--- config.mk ---
export PLATFORM = sky130hd
export DESIGN_NAME = gbe_phy_rx_align_flat
export DESIGN_NICKNAME = d
export VERILOG_FILES = /design/src/rtl/gbe_phy_rx_align_if.sv /design/src/rtl/gbe_phy_rx_align.sv /design/src/flat_wrapper.sv
export SDC_FILE = /design/constraint.sdc
export NUM_CORES = 1
export LEC_CHECK = 0
export ABC_AREA = 0
export BUFFER_PORTS_ARGS = -buffer_cell sky130_fd_sc_hd__buf_2
export CORE_MARGIN = 2
export CORE_UTILIZATION = 55
export CTS_BUF_LIST = sky130_fd_sc_hd__clkbuf_2
export CTS_CLUSTER_DIAMETER = 120
export DETAILED_ROUTE_END_ITERATION = 10
export PLACE_DENSITY = 0.78
export SYNTH_ARGS = -nofsm -noshare
export SYNTH_HDL_FRONTEND = slang
export SYNTH_SLANG_ARGS = --single-unit
--- constraint.sdc ---
create_clock -name clk_i -period 3.8 [get_ports clk_i]
set_clock_uncertainty 0.1 [all_clocks]
set_input_delay 0.76 -clock clk_i [delete_from_list [all_inputs] [get_ports clk_i]]
set_output_delay 0.76 -clock clk_i [all_outputs]
set_load 0.03 [all_outputs]
--- src/rtl/gbe_phy_rx_align_if.sv ---
// PHY-side receive pins and MAC-side assembled byte stream of the RX aligner.
// The aligner uses the slave modport; the PHY model uses the master modport.
interface gbe_phy_rx_align_if;
  logic       sel_1000m;
  logic [7:0] rx_d;
  logic       rx_dv;
  logic       rx_err;
  logic [7:0] gmii_rx_d;
  logic       gmii_rx_dv;
  logic       gmii_rx_err;
  logic       gmii_rx_eof;

  modport master (
    output sel_1000m, rx_d, rx_dv, rx_err,
    input  gmii_rx_d, gmii_rx_dv, gmii_rx_err, gmii_rx_eof
  );

  modport slave (
    input  sel_1000m, rx_d, rx_dv, rx_err,
    output gmii_rx_d, gmii_rx_dv, gmii_rx_err, gmii_rx_eof
  );
endinterface

--- src/rtl/gbe_phy_rx_align.sv ---
// RX PHY adapter: GMII byte passthrough or SFD-aligned MII nibble assembly,
// with dribble / bad-preamble detection and saturating event counters.
module gbe_phy_rx_align #(
  parameter int PIPE_STAGES = 2,
  parameter int CNT_W       = 16
) (
  input  logic                 clk_i,
  input  logic                 rst_i,
  gbe_phy_rx_align_if.slave    rx,
  output logic                 dribble_o,
  output logic [CNT_W-1:0]     frame_cnt_o,
  output logic [CNT_W-1:0]     dribble_cnt_o,
  output logic [CNT_W-1:0]     bad_pre_cnt_o
);

  typedef enum logic [1:0] {ST_IDLE, ST_PRE, ST_DATA, ST_DISCARD} state_t;

  localparam logic [CNT_W-1:0] CNT_ONE = {{(CNT_W-1){1'b0}}, 1'b1};
  localparam logic [CNT_W-1:0] CNT_MAX = {CNT_W{1'b1}};

  // Each stage carries {sel, err, dv, d}; sel travels with the data so the
  // mode is sampled in step with the dv edge it belongs to.
  logic [10:0] pipe_reg [PIPE_STAGES];

  always_ff @(posedge clk_i) begin
    if (rst_i) begin
      for (int i = 0; i < PIPE_STAGES; i++) pipe_reg[i] <= '0;
    end else begin
      pipe_reg[0] <= {rx.sel_1000m, rx.rx_err, rx.rx_dv, rx.rx_d};
      for (int i = 1; i < PIPE_STAGES; i++) pipe_reg[i] <= pipe_reg[i-1];
    end
  end

  logic [7:0] d;
  logic       dv, err, sel;
  assign d   = pipe_reg[PIPE_STAGES-1][7:0];
  assign dv  = pipe_reg[PIPE_STAGES-1][8];
  assign err = pipe_reg[PIPE_STAGES-1][9];
  assign sel = pipe_reg[PIPE_STAGES-1][10];

  state_t     state_reg, state_next;
  logic       mode_reg, mode_next;
  logic       par_reg, par_next;
  logic       pend_reg, pend_next;
  logic [3:0] pend_nib_reg, pend_nib_next;
  logic       pend_err_reg, pend_err_next;
  logic [7:0] out_d_reg, out_d_next;
  logic       out_dv_reg, out_dv_next;
  logic       out_err_reg, out_err_next;
  logic       eof_reg, eof_next;
  logic       dribble_reg, dribble_next;
  logic [CNT_W-1:0] frame_cnt_reg, dribble_cnt_reg, bad_pre_cnt_reg;
  logic       frame_inc, drib_inc, bad_inc;
  logic       pre_nib;
  logic       p_cur;

  // The first MII nibble is handled from IDLE as a preamble nibble with p=0.
  assign p_cur = (state_reg == ST_PRE) && par_reg;

  always_comb begin
    state_next    = state_reg;
    mode_next     = mode_reg;
    par_next      = par_reg;
    pend_next     = pend_reg;
    pend_nib_next = pend_nib_reg;
    pend_err_next = pend_err_reg;
    out_d_next    = out_d_reg;
    out_dv_next   = 1'b0;
    out_err_next  = 1'b0;
    eof_next      = 1'b0;
    dribble_next  = 1'b0;
    frame_inc     = 1'b0;
    drib_inc      = 1'b0;
    bad_inc       = 1'b0;
    pre_nib       = 1'b0;

    unique case (state_reg)
      ST_IDLE: begin
        par_next  = 1'b0;
        pend_next = 1'b0;
        if (dv) begin
          mode_next = sel;
          if (sel) begin
            state_next   = ST_DATA;
            out_dv_next  = 1'b1;
            out_d_next   = d;
            out_err_next = err;
          end else begin
            pre_nib = 1'b1;
          end
        end
      end
      ST_PRE: begin
        if (!dv) begin
          state_next = ST_IDLE;
          par_next   = 1'b0;
        end else begin
          pre_nib = 1'b1;
        end
      end
      ST_DATA: begin
        if (dv) begin
          if (mode_reg) begin
            out_dv_next  = 1'b1;
            out_d_next   = d;
            out_err_next = err;
          end else if (pend_reg) begin
            out_dv_next  = 1'b1;
            out_d_next   = {d[3:0], pend_nib_reg};
            out_err_next = err | pend_err_reg;
            pend_next    = 1'b0;
          end else begin
            pend_next     = 1'b1;
            pend_nib_next = d[3:0];
            pend_err_next = err;
          end
        end else begin
          // A leftover nibble at frame end is a dribble nibble and is dropped.
          state_next   = ST_IDLE;
          eof_next     = 1'b1;
          frame_inc    = 1'b1;
          dribble_next = pend_reg & ~mode_reg;
          drib_inc     = pend_reg & ~mode_reg;
          pend_next    = 1'b0;
        end
      end
      ST_DISCARD: begin
        if (!dv) state_next = ST_IDLE;
      end
      default: state_next = ST_IDLE;
    endcase

    if (pre_nib) begin
      if (d[3:0] == 4'h5) begin
        if (p_cur) begin
          out_dv_next  = 1'b1;
          out_d_next   = 8'h55;
          out_err_next = err;
        end
        par_next   = ~p_cur;
        state_next = ST_PRE;
      end else if (d[3:0] == 4'hD) begin
        // SFD aligns the byte lanes; an unpaired preceding 5 is discarded.
        out_dv_next  = 1'b1;
        out_d_next   = 8'hD5;
        out_err_next = err;
        par_next     = 1'b0;
        pend_next    = 1'b0;
        state_next   = ST_DATA;
      end else begin
        bad_inc    = 1'b1;
        par_next   = 1'b0;
        state_next = ST_DISCARD;
      end
    end
  end

  always_ff @(posedge clk_i) begin
    if (rst_i) begin
      state_reg       <= ST_IDLE;
      mode_reg        <= 1'b0;
      par_reg         <= 1'b0;
      pend_reg        <= 1'b0;
      pend_nib_reg    <= 4'h0;
      pend_err_reg    <= 1'b0;
      out_d_reg       <= 8'h00;
      out_dv_reg      <= 1'b0;
      out_err_reg     <= 1'b0;
      eof_reg         <= 1'b0;
      dribble_reg     <= 1'b0;
      frame_cnt_reg   <= '0;
      dribble_cnt_reg <= '0;
      bad_pre_cnt_reg <= '0;
    end else begin
      state_reg    <= state_next;
      mode_reg     <= mode_next;
      par_reg      <= par_next;
      pend_reg     <= pend_next;
      pend_nib_reg <= pend_nib_next;
      pend_err_reg <= pend_err_next;
      out_d_reg    <= out_d_next;
      out_dv_reg   <= out_dv_next;
      out_err_reg  <= out_err_next;
      eof_reg      <= eof_next;
      dribble_reg  <= dribble_next;
      if (frame_inc && frame_cnt_reg != CNT_MAX)
        frame_cnt_reg <= frame_cnt_reg + CNT_ONE;
      if (drib_inc && dribble_cnt_reg != CNT_MAX)
        dribble_cnt_reg <= dribble_cnt_reg + CNT_ONE;
      if (bad_inc && bad_pre_cnt_reg != CNT_MAX)
        bad_pre_cnt_reg <= bad_pre_cnt_reg + CNT_ONE;
    end
  end

  assign rx.gmii_rx_d   = out_d_reg;
  assign rx.gmii_rx_dv  = out_dv_reg;
  assign rx.gmii_rx_err = out_err_reg;
  assign rx.gmii_rx_eof = eof_reg;
  assign dribble_o      = dribble_reg;
  assign frame_cnt_o    = frame_cnt_reg;
  assign dribble_cnt_o  = dribble_cnt_reg;
  assign bad_pre_cnt_o  = bad_pre_cnt_reg;

endmodule

--- src/flat_wrapper.sv ---
// flat-port wrapper written by rule: the top's interface ports become plain ports
module gbe_phy_rx_align_flat 
#(
  parameter int PIPE_STAGES = 2,
  parameter int CNT_W       = 16
)
  (clk_i, rst_i, dribble_o, frame_cnt_o, dribble_cnt_o, bad_pre_cnt_o, rx_sel_1000m, rx_rx_d, rx_rx_dv, rx_rx_err, rx_gmii_rx_d, rx_gmii_rx_dv, rx_gmii_rx_err, rx_gmii_rx_eof);
  gbe_phy_rx_align_if rx_i ();
  input  logic clk_i;
  input  logic rst_i;
  output logic dribble_o;
  output logic [CNT_W-1:0] frame_cnt_o;
  output logic [CNT_W-1:0] dribble_cnt_o;
  output logic [CNT_W-1:0] bad_pre_cnt_o;
  input wire logic [$bits(rx_i.sel_1000m)-1:0] rx_sel_1000m;
  input wire logic [$bits(rx_i.rx_d)-1:0] rx_rx_d;
  input wire logic [$bits(rx_i.rx_dv)-1:0] rx_rx_dv;
  input wire logic [$bits(rx_i.rx_err)-1:0] rx_rx_err;
  output wire logic [$bits(rx_i.gmii_rx_d)-1:0] rx_gmii_rx_d;
  output wire logic [$bits(rx_i.gmii_rx_dv)-1:0] rx_gmii_rx_dv;
  output wire logic [$bits(rx_i.gmii_rx_err)-1:0] rx_gmii_rx_err;
  output wire logic [$bits(rx_i.gmii_rx_eof)-1:0] rx_gmii_rx_eof;
  assign rx_i.sel_1000m = rx_sel_1000m;
  assign rx_i.rx_d = rx_rx_d;
  assign rx_i.rx_dv = rx_rx_dv;
  assign rx_i.rx_err = rx_rx_err;
  assign rx_gmii_rx_d = rx_i.gmii_rx_d;
  assign rx_gmii_rx_dv = rx_i.gmii_rx_dv;
  assign rx_gmii_rx_err = rx_i.gmii_rx_err;
  assign rx_gmii_rx_eof = rx_i.gmii_rx_eof;
  gbe_phy_rx_align #(.PIPE_STAGES(PIPE_STAGES), .CNT_W(CNT_W)) u_core (.clk_i(clk_i), .rst_i(rst_i), .rx(rx_i), .dribble_o(dribble_o), .frame_cnt_o(frame_cnt_o), .dribble_cnt_o(dribble_cnt_o), .bad_pre_cnt_o(bad_pre_cnt_o));
endmodule
== Word level (Yosys, flattened, before mapping) ==
Memory sizes are Yosys's and may differ from the RTL's.
Cells that the tools add are included.
Widths: inputs -> output; s select.

* Output and inout port bits: 60
* Memories: 1
* Word-level logic and storage cells: 112
* Register bits: 70
* Input bits: 13
* Bits in writable memories: 22

{| class="wikitable"
|+ Memory list
! memory !! depth !! bits a word !! read ports !! clocked after memory_dff !! write ports !! RTL line !! RTL
|-
| u_core.pipe_reg || 2 || 11 || 2 || 0 || 2 || gbe_phy_rx_align.sv:23 || <nowiki>logic [10:0] pipe_reg [PIPE_STAGES];</nowiki>
|}

* Reduce and logical (&&, ||, !) cells: 11
* Equal/unequal tests: 12
* $add $sub $neg: 3
* Bitwise logic cells: 7
* Mux-type cells: 64

{| class="wikitable"
|+ Operators by type and width
! cell !! number
|-
| $mux 8 || 9
|-
| $add 16x1->16 const B || 3
|-
| $ne 16x16->1 const B || 3
|-
| $mux 1 || 41
|-
| $mux 11 || 2
|-
| $pmux 8 s2 || 1
|-
| $mux 2 || 5
|-
| $pmux 1 s2 || 5
|-
| $ne 3x1->1 const B || 2
|-
| $ne 3x3->1 const B || 2
|-
| $eq 2x2->1 const B || 2
|-
| $eq 4x3->1 const B || 1
|-
| $eq 4x4->1 const B || 1
|-
| $logic_and 1x1->1 || 4
|-
| $pmux 2 s2 || 1
|-
| $reduce_and 2->1 || 2
|-
| $reduce_and 4->1 || 1
|-
| $not 1->1 || 3
|-
| $or 1x1->1 || 3
|-
| $reduce_and 3->1 || 1
|-
| $reduce_bool 3->1 || 1
|-
| $reduce_or 3->1 || 1
|-
| $eq 2x1->1 const B || 1
|-
| $logic_not 2->1 || 1
|-
| $and 1x1->1 || 1
|}

== Depth between registers and ports, before layout ==
Gate-level depths: netlist of the first run.
An unclocked memory read counts as a cell.

* Depth in word-level cells: 9
* Mapped depth: 8
* Gate-level depth less buffers: 6

== Least setup slack after synthesis of the first run ==
No wires, ideal clock.

* Kind: register to register
* Start: register u_core.mode_reg
* End: register u_core.dribble_cnt_reg[13] (netlist: u_core.dribble_cnt_o[13])
* Path slack: 1704 ps
* Setup time: 70 ps
* Stages on the path, launching flop included: 9
* Path buffers: 2
* Period minus slack after synthesis: 2096 ps
* Arrival time: 1926 ps
* Cells stage by stage: dfxtp_1 -> clkbuf_1 -> inv_1 -> ha_1 -> nor4bb_1 -> buf_2 -> nand2_1 -> or4_1 -> a21oi_1

* Word-level cells in the longest chain between the ends: 5

{| class="wikitable"
|+ RTL lines
! what !! RTL line !! RTL
|-
| from (decl) || gbe_phy_rx_align.sv:42 || <nowiki>logic mode_reg, mode_next;</nowiki>
|-
| from (signal assigned) || gbe_phy_rx_align.sv:176 || <nowiki>mode_reg <= mode_next;</nowiki>
|-
| $not 1->1 || gbe_phy_rx_align.sv:123 || <nowiki>drib_inc = pend_reg & ~mode_reg;</nowiki>
|-
| $and 1x1->1 || gbe_phy_rx_align.sv:123 ||
|-
| $mux 1 || gbe_phy_rx_align.sv:102 || <nowiki>if (dv) begin</nowiki>
|-
| $mux 1 || gbe_phy_rx_align.sv:77 || <nowiki>unique case (state_reg)</nowiki>
|-
| $logic_and 1x1->1 || gbe_phy_rx_align.sv:188 || <nowiki>if (drib_inc && dribble_cnt_reg != CNT_MAX)</nowiki>
|-
| to (signal assigned) || gbe_phy_rx_align.sv:189 || <nowiki>dribble_cnt_reg <= dribble_cnt_reg + CNT_ONE;</nowiki>
|-
| to (decl) || gbe_phy_rx_align.sv:52 || <nowiki>logic [CNT_W-1:0] frame_cnt_reg, dribble_cnt_reg, bad_pre_cnt_reg;</nowiki>
|}

No other way between the ends.
A chain may end at the register's enable or synchronous reset.

==> metrics.txt, run 1 <==
GR Util All Layers 0.236; Startpoint Class flop; Critical Path Sink u_core.bad_pre_cnt_o[15]; fillers 697; critical path arrival 3.20 ns; setup bufs post-CTS 0; Area growth, synth to finish 11.7%; area taken by multi-input logic gates 0.00231 mm^2; routability cong. 0.850; CP peak stage delay 0.94 ns; peak supply drop 182 uV; placed wire-length estimate 6600 um; Leak 1.87 nW; Rows 32; CTS tree done; Core Util, Final 0.631; asr flop ratio synth 0; max_slew headroom 0.226; I/O Pins 73; largest family of logic cells by synthesized area simple AND/OR/NAND/NOR gates; switching portion of total power 0.251; DRT Pass-1 Iters 5; Die Width 92.9 um; worst skew pair latency 0.56 ns; RSZ-0062 raised after global routing false; Crit-path slowest cell dfxtp_1; initial drt markers 202; sw power 0.388 mW; TritonCTS Buffers 9; critical path, cell by cell nor2b_1 -> nand4_1 -> nor4_1 -> mux2_2; Syn Inst Count 494; Congestion Overflow GR 0; status finished clean; Setup TNS Final 0 ns; worst slack, placed 1.03 ns; Yosys reg bits 92; R2R Path Start u_core.pipe_reg[0][19]; Overall Power 1.55 mW; number of buffers added on ports 72; CTS Root Cell clkbuf_2; Post-Synth Simple-Gate Area 0.278; yosys synthesis warning count 0; register area 0.00184 mm^2; ANT cells 0; post-synthesis sequential area ratio 0.424; worst hold path type input port to flop; highest clock rate 354 MHz; Fin. Hold Viols 0; Reg power frac 0.646; hold path start rx_rx_d[2]; syn_area_per_cell 8.80 um^2; critical path required time 4.18 ns; fin nets 571; Die H 92.9 um; DRC Markers 0; worst setup path startpoint u_core.pipe_reg[0][19]; Tcrit/Tclk final 0.743; Final setup viols 0; Clk pwr share 0.310; Combinational Power Share 0.044; routed len/inst 14.6 um; core footprint 0.00769 mm^2; via count 3963; Largest register FFs 22; multiplexer share of the synthesized area 0.0317; Worst R2R Path Depth 4; Compound-Gate Fraction of Synth Area 0.208; Final ANT Viol Nets 0; first-pass GRT wire length 16600 um; post-synthesis adder-cell area fraction 0.0144; Worst R2R End u_core.bad_pre_cnt_o[15]; smallest hold slack 0.300 ns; largest net degree at the start of global routing 86; synthesized netlist net count 512; Period minus WS final 2.82 ns; Netlist cell types 57; vias in the first global route 3627; slew of the pin with the lowest slew margin 1.15 ns; Synth Area in XOR/XNOR 0; CP Capture Type flop; antenna violations before repair 0; aggregate routed wire length 9660 um; Max Cap Viol 0; final slew viol count 0; H-tree depth 3; Synth Cell Area 0.00435 mm^2; cts hold-fix bufs 0; number of synthesized flops with an enable pin 0; CP Max Fanout 28; Power Internal 1.16 mW; DIE AREA 0.00863 mm^2; fraction of layout cells with a size suffix above 1 0.190; Num Clock Sinks 92; CTS clk-pin slew, worst paths 0.24 ns; P per Cell Area 318 mW/mm^2; Via density 6.00; PostCTS Resize Cnt 0; Clock Path Buffers 2; Initial Util 0.565; ys flop type dfxtp_1; CP Class flop to flop; Final WS setup 0.977 ns; setup slack, reg-to-reg 0.98 ns
[critical path: cells and delay by family (launching register included)]
| family | cells | cell delay, ns |
|---|---|---|
| simple gates | 3 | 1.34 |
| mux | 1 | 0.37 |
| flops | 1 | 0.94 |
[logic make-up (layout without fill, tap and decap cells)]
kind of cell | after synthesis | count (layout)
and+or+nand+nor | 203 | 203
DFF | 92 | 92
AOI/OAI and AO/OA | 135 | 135
buffers and inverters | 46 | 110
muxes | 13 | 13
adders and majority gates | 5 | 5
[layout by cell type, fill, tap and decap left out, types with 6 or more instances in the layout]
master and instances:
dfxtp_1 92, buf_2 72, a21oi_1 34, nor2b_1 33, nand2_1 26, o21ai_0 25, nand3_1 24, nor2_1 20
inv_1 18, nand4_1 16, or4_1 15, o31ai_1 14, or3_1 12, and3_1 11, o41ai_1 9, clkbuf_2 9
nor4_1 8, mux2i_1 7, a2bb2oi_1 7, o311ai_0 7, nor3_1 6, mux2_2 6, a211oi_1 6, o211ai_1 6
[cells in the mapped netlist, types with 7 or more instances]
| master | number | area share |
|---|---|---|
| dfxtp_1 | 92 | 0.42 |
| a21oi_1 | 34 | 0.039 |
| nor2b_1 | 33 | 0.048 |
| nand2_1 | 26 | 0.022 |
| o21ai_0 | 25 | 0.029 |
| nand3_1 | 24 | 0.028 |
| nor2_1 | 20 | 0.017 |
| clkbuf_1 | 19 | 0.016 |
| inv_1 | 18 | 0.016 |
| nand4_1 | 16 | 0.023 |
| or4_1 | 15 | 0.026 |
| o31ai_1 | 14 | 0.024 |
| or3_1 | 12 | 0.017 |
| and3_1 | 11 | 0.016 |
| o41ai_1 | 9 | 0.018 |
| nor4_1 | 8 | 0.012 |
| a2bb2oi_1 | 7 | 0.014 |
| mux2i_1 | 7 | 0.016 |
| o311ai_0 | 7 | 0.014 |
[worst min path at each step]
stage / end / slack, ns / depth (start not counted)
floorplan: u_core.pipe_reg[0][11] / 0.31 / 1
global placement: u_core.pipe_reg[0][18] / 0.32 / 1
detailed placement: u_core.pipe_reg[0][20] / 0.32 / 1
CTS: u_core.pipe_reg[0][2] / 0.27 / 2
global route: u_core.pipe_reg[0][0] / 0.26 / 2
finish: u_core.pipe_reg[0][2] / 0.30 / 2
[power by group through the flow]
stage	Combinational, mW	Sequential (mW)	Clock [mW]
5_1_grt	0.0761	1.00	0.529
3_3_place_gp	0.0669	1.02	0
4_1_cts	0.0685	0.999	0.488
2_1_floorplan	0.0495	1.01	0
3_5_place_dp	0.0683	1.02	0
6_report	0.0679	0.999	0.478
[layout make-up]
class	instances	share of cell area
multi-input cells	356	0.477
flip-flops and latches	92	0.380
repair buffers	76	0.0805
well taps	102	0.0263
clock inverters	7	0.0139
inverters	18	0.0139
clock buffers	9	0.00928
[per-layer routing]
metal | routed length, um | part of all wire | up-vias | GRT usage
met1 | 4660 | 0.48 | 1866 | 0.319
li1 | - | - | 1995 | -
met2 | 4480 | 0.46 | 91 | 0.375
met3 | 438 | 0.045 | 11 | 0.0496
met4 | 89 | 0.0092 | 0 | 0.0809
met5 | 0 | 0 | - | 0
[through the flow]
| stage | instance area, um^2 | cells |
|---|---|---|
| 6_report | 4850 | 660 |
| 5_1_grt | 4850 | 660 |
| 4_1_cts | 4850 | 660 |
| 3_5_place_dp | 4740 | 644 |
| 3_3_place_gp | 4740 | 644 |
| 2_1_floorplan | 4350 | 494 |
Note: power is estimated with default switching activity, not from simulation.
==> run 2: changes to the inputs <==
- ABC_AREA: 0 -> 1
- clock period: 3.8 -> 2.9 ns (I/O delays scaled with it)
==> metrics.txt, run 2 <==
ANT cells 0; CP most frequent cell nand2_1; CTS clk-pin slew, worst paths 0.27 ns; Yosys reg bits 92; yosys synthesis warning count 0; DRT Pass-1 Iters 6; Final setup viols 0; Worst R2R End u_core.dribble_cnt_o[8]; final slew viol count 0; DIE AREA 0.00943 mm^2; Worst R2R Path Depth 10; ys flop type dfxtp_1; CP Capture Type flop; Crit-path slowest cell dfxtp_1; Initial Util 0.575; Power Internal 1.45 mW; worst hold path type input port to flop; setup bufs post-CTS 0; number of buffers added on ports 72; antenna violations before repair 0; CP Max Fanout 17; Clock Path Buffers 2; Setup TNS Final 0 ns; cell with the most instances after synthesis nand2_1; peak supply drop 297 uV; Clk pwr share 0.294; Final ANT Viol Nets 0; leading cell type in the layout, fill and taps excluded nand2_1; TritonCTS Buffers 9; vias in the first global route 4346; number of synthesized flops with an enable pin 0; cts hold-fix bufs 0; CP peak stage delay 0.39 ns; status finished clean; post-synthesis sequential area ratio 0.386; Final Non-Filler Cells 894; Fin. Hold Viols 0; initial drt markers 231; CP top delay family simple AND/OR/NAND/NOR gates; Worst Path Buf+Inv 2; Leak 2.19 nW; Via density 5.23; Area growth, synth to finish 10.8%; H-tree depth 3; RSZ-0062 raised after global routing false; Worst Hold Depth 3; Largest register FFs 22; CP Class flop to flop; syn_area_per_cell 6.64 um^2; post-synth top area cell dfxtp_1; PostCTS Resize Cnt 0; ranking of synthesized cells by area dfxtp_1, nand2_1, nor2_1; Reg power frac 0.648; post-synth top area share 0.386; Rows 33; Netlist cell types 34; slew of the pin with the lowest slew margin 0.617 ns; Synth Cell Area 0.00477 mm^2; CTS Root Cell clkbuf_2; Num Clock Sinks 92; synthesized netlist net count 736; Congestion Overflow GR 0; Die Width 97.1 um; P per Cell Area 382 mW/mm^2; aggregate routed wire length 10900 um; critical path required time 3.28 ns; worst setup path startpoint u_core.mode_reg; highest clock rate 467 MHz; Post-synth top cells nand2_1, nor2_1, dfxtp_1; first-pass GRT wire length 18900 um; critical path, cell by cell inv_1 -> ha_1 -> nand2_1 -> nor2_4 -> nand2_1 -> nand2_2 -> nand2_1 -> nand2_1 -> inv_1 -> nor2_1; routed len/inst 12.2 um; fin nets 802; fraction of layout cells with a size suffix above 1 0.156; Startpoint Class flop; core footprint 0.00830 mm^2; I/O Pins 73; Syn Inst Count 718; Die H 97.1 um; CTS tree done; critical path arrival 2.52 ns; routability cong. 0.918; asr flop ratio synth 0; switching portion of total power 0.280; most frequent cells in the layout nand2_1, nor2_1, dfxtp_1; placed wire-length estimate 7580 um; GR Util All Layers 0.235; Placed Cells incl. Taps 878; R2R Path Start u_core.mode_reg; sw power 0.564 mW; via count 4672; setup slack, reg-to-reg 0.76 ns; Period minus WS final 2.14 ns; largest net degree at the start of global routing 74; DRC Markers 0; hold path start rx_rx_d[6]; Combinational Power Share 0.058; Max Cap Viol 0; max_slew headroom 0.586; Hold Path End u_core.pipe_reg[0][6]; Tcrit/Tclk final 0.738; worst skew pair latency 0.56 ns
==> run 2: power by group through the flow <==
stage / clock [mW] / sequential, mW / combinational [mW]
2_1_floorplan: 0 / 1.34 / 0.0784
3_3_place_gp: 0 / 1.33 / 0.114
3_5_place_dp: 0 / 1.33 / 0.117
4_1_cts: 0.611 / 1.31 / 0.117
5_1_grt: 0.665 / 1.31 / 0.132
6_report: 0.594 / 1.31 / 0.117
==> run 2: worst max path at each step <==
stage,endpoint,slack [ns],depth (start not counted)
detailed placement,u_core.dribble_cnt_o[1],0.82,9
floorplan,u_core.bad_pre_cnt_o[5],1.00,9
CTS,u_core.dribble_cnt_o[8],0.76,10
global route,u_core.dribble_cnt_o[8],0.56,10
finish,u_core.dribble_cnt_o[8],0.76,10
global placement,u_core.dribble_cnt_o[8],0.92,9
==> run 2: logic make-up after synthesis <==
kind of cell,count (synthesis),share of synthesized area
XOR/XNOR,17,0.0312
flip-flops,92,0.386
AND/OR/NAND/NOR,395,0.352
adder cells (fa/ha/maj),5,0.0131
AO/OA/AOI/OAI,101,0.124
buffers and inverters,108,0.0936
==> run 2: area by class of cell <==
cell class / instances / area [um^2]
Inverter: 89 / 339
Fill cell: 789 / 3020
Sequential cell: 92 / 1840
Timing Repair Buffer: 74 / 388
Multi-Input combinational cell: 518 / 2480
Clock buffer: 9 / 45.0
Tap cell: 105 / 131
Clock inverter: 7 / 57.6
==> run 2: metal layers <==
layer  vias to the layer above  part of all wire  routed length, um  global-route usage
met5                         -                 0                  0                   0
met4                         0             0.014                155              0.0932
met3                        15             0.060                654              0.0396
met2                       164              0.47               5110               0.395
met1                      2090              0.46               4980               0.300
li1                       2403                 -                  -                   -
==> run 2: through the flow <==
stage	utilization	total power, mW	hold WS [ns]	worst slack, ns	cell area, um^2
floorplan	-	1.41	0.288	1.00	4770
global placement	0.624	1.44	0.289	0.917	5180
detailed placement	0.624	1.45	0.293	0.821	5180
CTS	0.637	2.04	0.0387	0.759	5280
global route	0.637	2.11	0.0237	0.556	5280
finish	0.637	2.02	0.0812	0.758	5280
==> run 2: tightest hold or removal path, stage by stage <==
cell and delay, ns:
buf_2 0.09, inv_1 0.04, nor2_1 0.03
==> run 3: changes to the inputs <==
- ABC_AREA: 1 -> 0
- clock period: 2.9 -> 2.2 ns (I/O delays scaled with it)
==> metrics.txt, run 3 (synthesized netlist as in run 1, its figures left out) <==
max_slew headroom 0.587; fillers 674; final slew viol count 0; DIE AREA 0.00863 mm^2; CP Class flop to flop; CP peak stage delay 0.44 ns; Startpoint Class flop; CTS Root Cell clkbuf_2; Via density 6.08; status finished clean; Congestion Overflow GR 0; initial drt markers 265; via count 4196; setup slack, reg-to-reg 0.13 ns; fin nets 602; core footprint 0.00769 mm^2; Core Util, Final 0.663; critical path, cell by cell inv_1 -> ha_1 -> nor4bb_2 -> buf_4 -> nand2_1 -> or4_1 -> a21oi_1; Crit-path slowest cell or4_1; worst slack, placed 0.0920 ns; slew of the pin with the lowest slew margin 0.613 ns; routability cong. 0.846; worst setup path startpoint u_core.mode_reg; critical path arrival 2.46 ns; Tcrit/Tclk final 0.942; critical path required time 2.59 ns; first-pass GRT wire length 17300 um; Clock Path Buffers 2; I/O Pins 73; most frequent cells in the layout dfxtp_1, buf_2, a21oi_1; Die Width 92.9 um; Num Clock Sinks 92; leading cell type in the layout, fill and taps excluded dfxtp_1; Max Cap Viol 0; Largest register FFs 22; routed len/inst 15.1 um; RSZ-0062 raised after global routing false; Placement Cell Area 0.00488 mm^2; aggregate routed wire length 10400 um; Worst R2R End u_core.dribble_cnt_o[13]; peak supply drop 297 uV; Final WS setup 0.128 ns; Leak 2.00 nW; Period minus WS final 2.07 ns; fraction of layout cells with a size suffix above 1 0.216; Setup TNS Final 0 ns; placed wire-length estimate 7120 um; largest net degree at the start of global routing 34; CTS clk-pin slew, worst paths 0.25 ns; TritonCTS Buffers 9; DRC Markers 0; Rows 32; number of buffers added on ports 72; Area growth, synth to finish 17.2%; worst hold path type input port to flop; Worst R2R Path Depth 7; H-tree depth 3; GR Util All Layers 0.245; DRT Pass-1 Iters 5; CTS tree done; CP Max Fanout 9; vias in the first global route 3906; ANT cells 0; Initial Util 0.565; Critical Path Sink u_core.dribble_cnt_o[13]; fin area 0.00509 mm^2; Final ANT Viol Nets 0; Die H 92.9 um; Final setup viols 0; Fin. Hold Viols 0; R2R Path Start u_core.mode_reg; antenna violations before repair 0; CP Capture Type flop; highest clock rate 483 MHz; worst skew pair latency 0.56 ns; P per Cell Area 509 mW/mm^2
## run 3: stage by stage
stage | hold slack, ns | cells | total power, mW
finish | 0.156 | 690 | 2.59
global route | 0.154 | 690 | 2.68
CTS | 0.130 | 689 | 2.60
detailed placement | 0.329 | 663 | 1.88
global placement | 0.316 | 663 | 1.88
floorplan | 0.314 | 494 | 1.84
## run 3: final cells by class
cell class                 instances  area (um^2)  share of cell area
clock inverter                     6         42.5             0.00835
sequential                        92         1840               0.362
inverter                          18         67.6              0.0133
tap                              102          128              0.0251
clock buffer                       9         45.0             0.00884
multi-input combinational        356         2320               0.455
timing repair buffer             107          651               0.128
## run 3: timing repair
item                       in CTS  in global routing
hold buffers                   11                  0
resized for setup               0                  3
hold endpoints to repair       11                  0
buffers inserted                0                  1
setup endpoints to repair       0                  6
## run 3: worst min path at each step
stage | from | endpoint | slack, ns | cells after the start
finish | rst_i | u_core.state_reg[1] | 0.16 | 4
detailed placement | u_core.pipe_reg[0][3] | u_core.pipe_reg[0][14] | 0.33 | 1
global route | rst_i | u_core.state_reg[1] | 0.15 | 4
global placement | u_core.pipe_reg[0][10] | u_core.pipe_reg[0][21] | 0.32 | 1
CTS | rst_i | u_core.state_reg[1] | 0.13 | 4
floorplan | u_core.pipe_reg[0][0] | u_core.pipe_reg[0][11] | 0.31 | 1
## run 3: layer usage
metal	part of all wire	routed length (um)	GRT usage	vias up
met1	0.45	4730	0.318	1987
met5	0	0	0	-
met3	0.055	574	0.0399	22
li1	-	-	-	2042
met2	0.47	4900	0.405	145
met4	0.022	225	0.100	0
## run 3: where the power goes
part / switching (mW) / total [mW] / leakage [nW] / internal, mW
clock network: 0.580 / 0.721 / 0.0537 / 0.141
logic: 0.0891 / 0.155 / 1.20 / 0.0657
registers: 0.0192 / 1.72 / 0.746 / 1.70
## run 3: critical path: cells and delay by family, from the launching register on
| family | cells | cell delay, ns |
|---|---|---|
| AND/OR/NAND/NOR | 3 | 0.91 |
| flip-flops | 1 | 0.37 |
| buffers and inverters | 2 | 0.29 |
| AO/OA/AOI/OAI | 1 | 0.17 |
| adder cells (fa/ha/maj) | 1 | 0.15 |
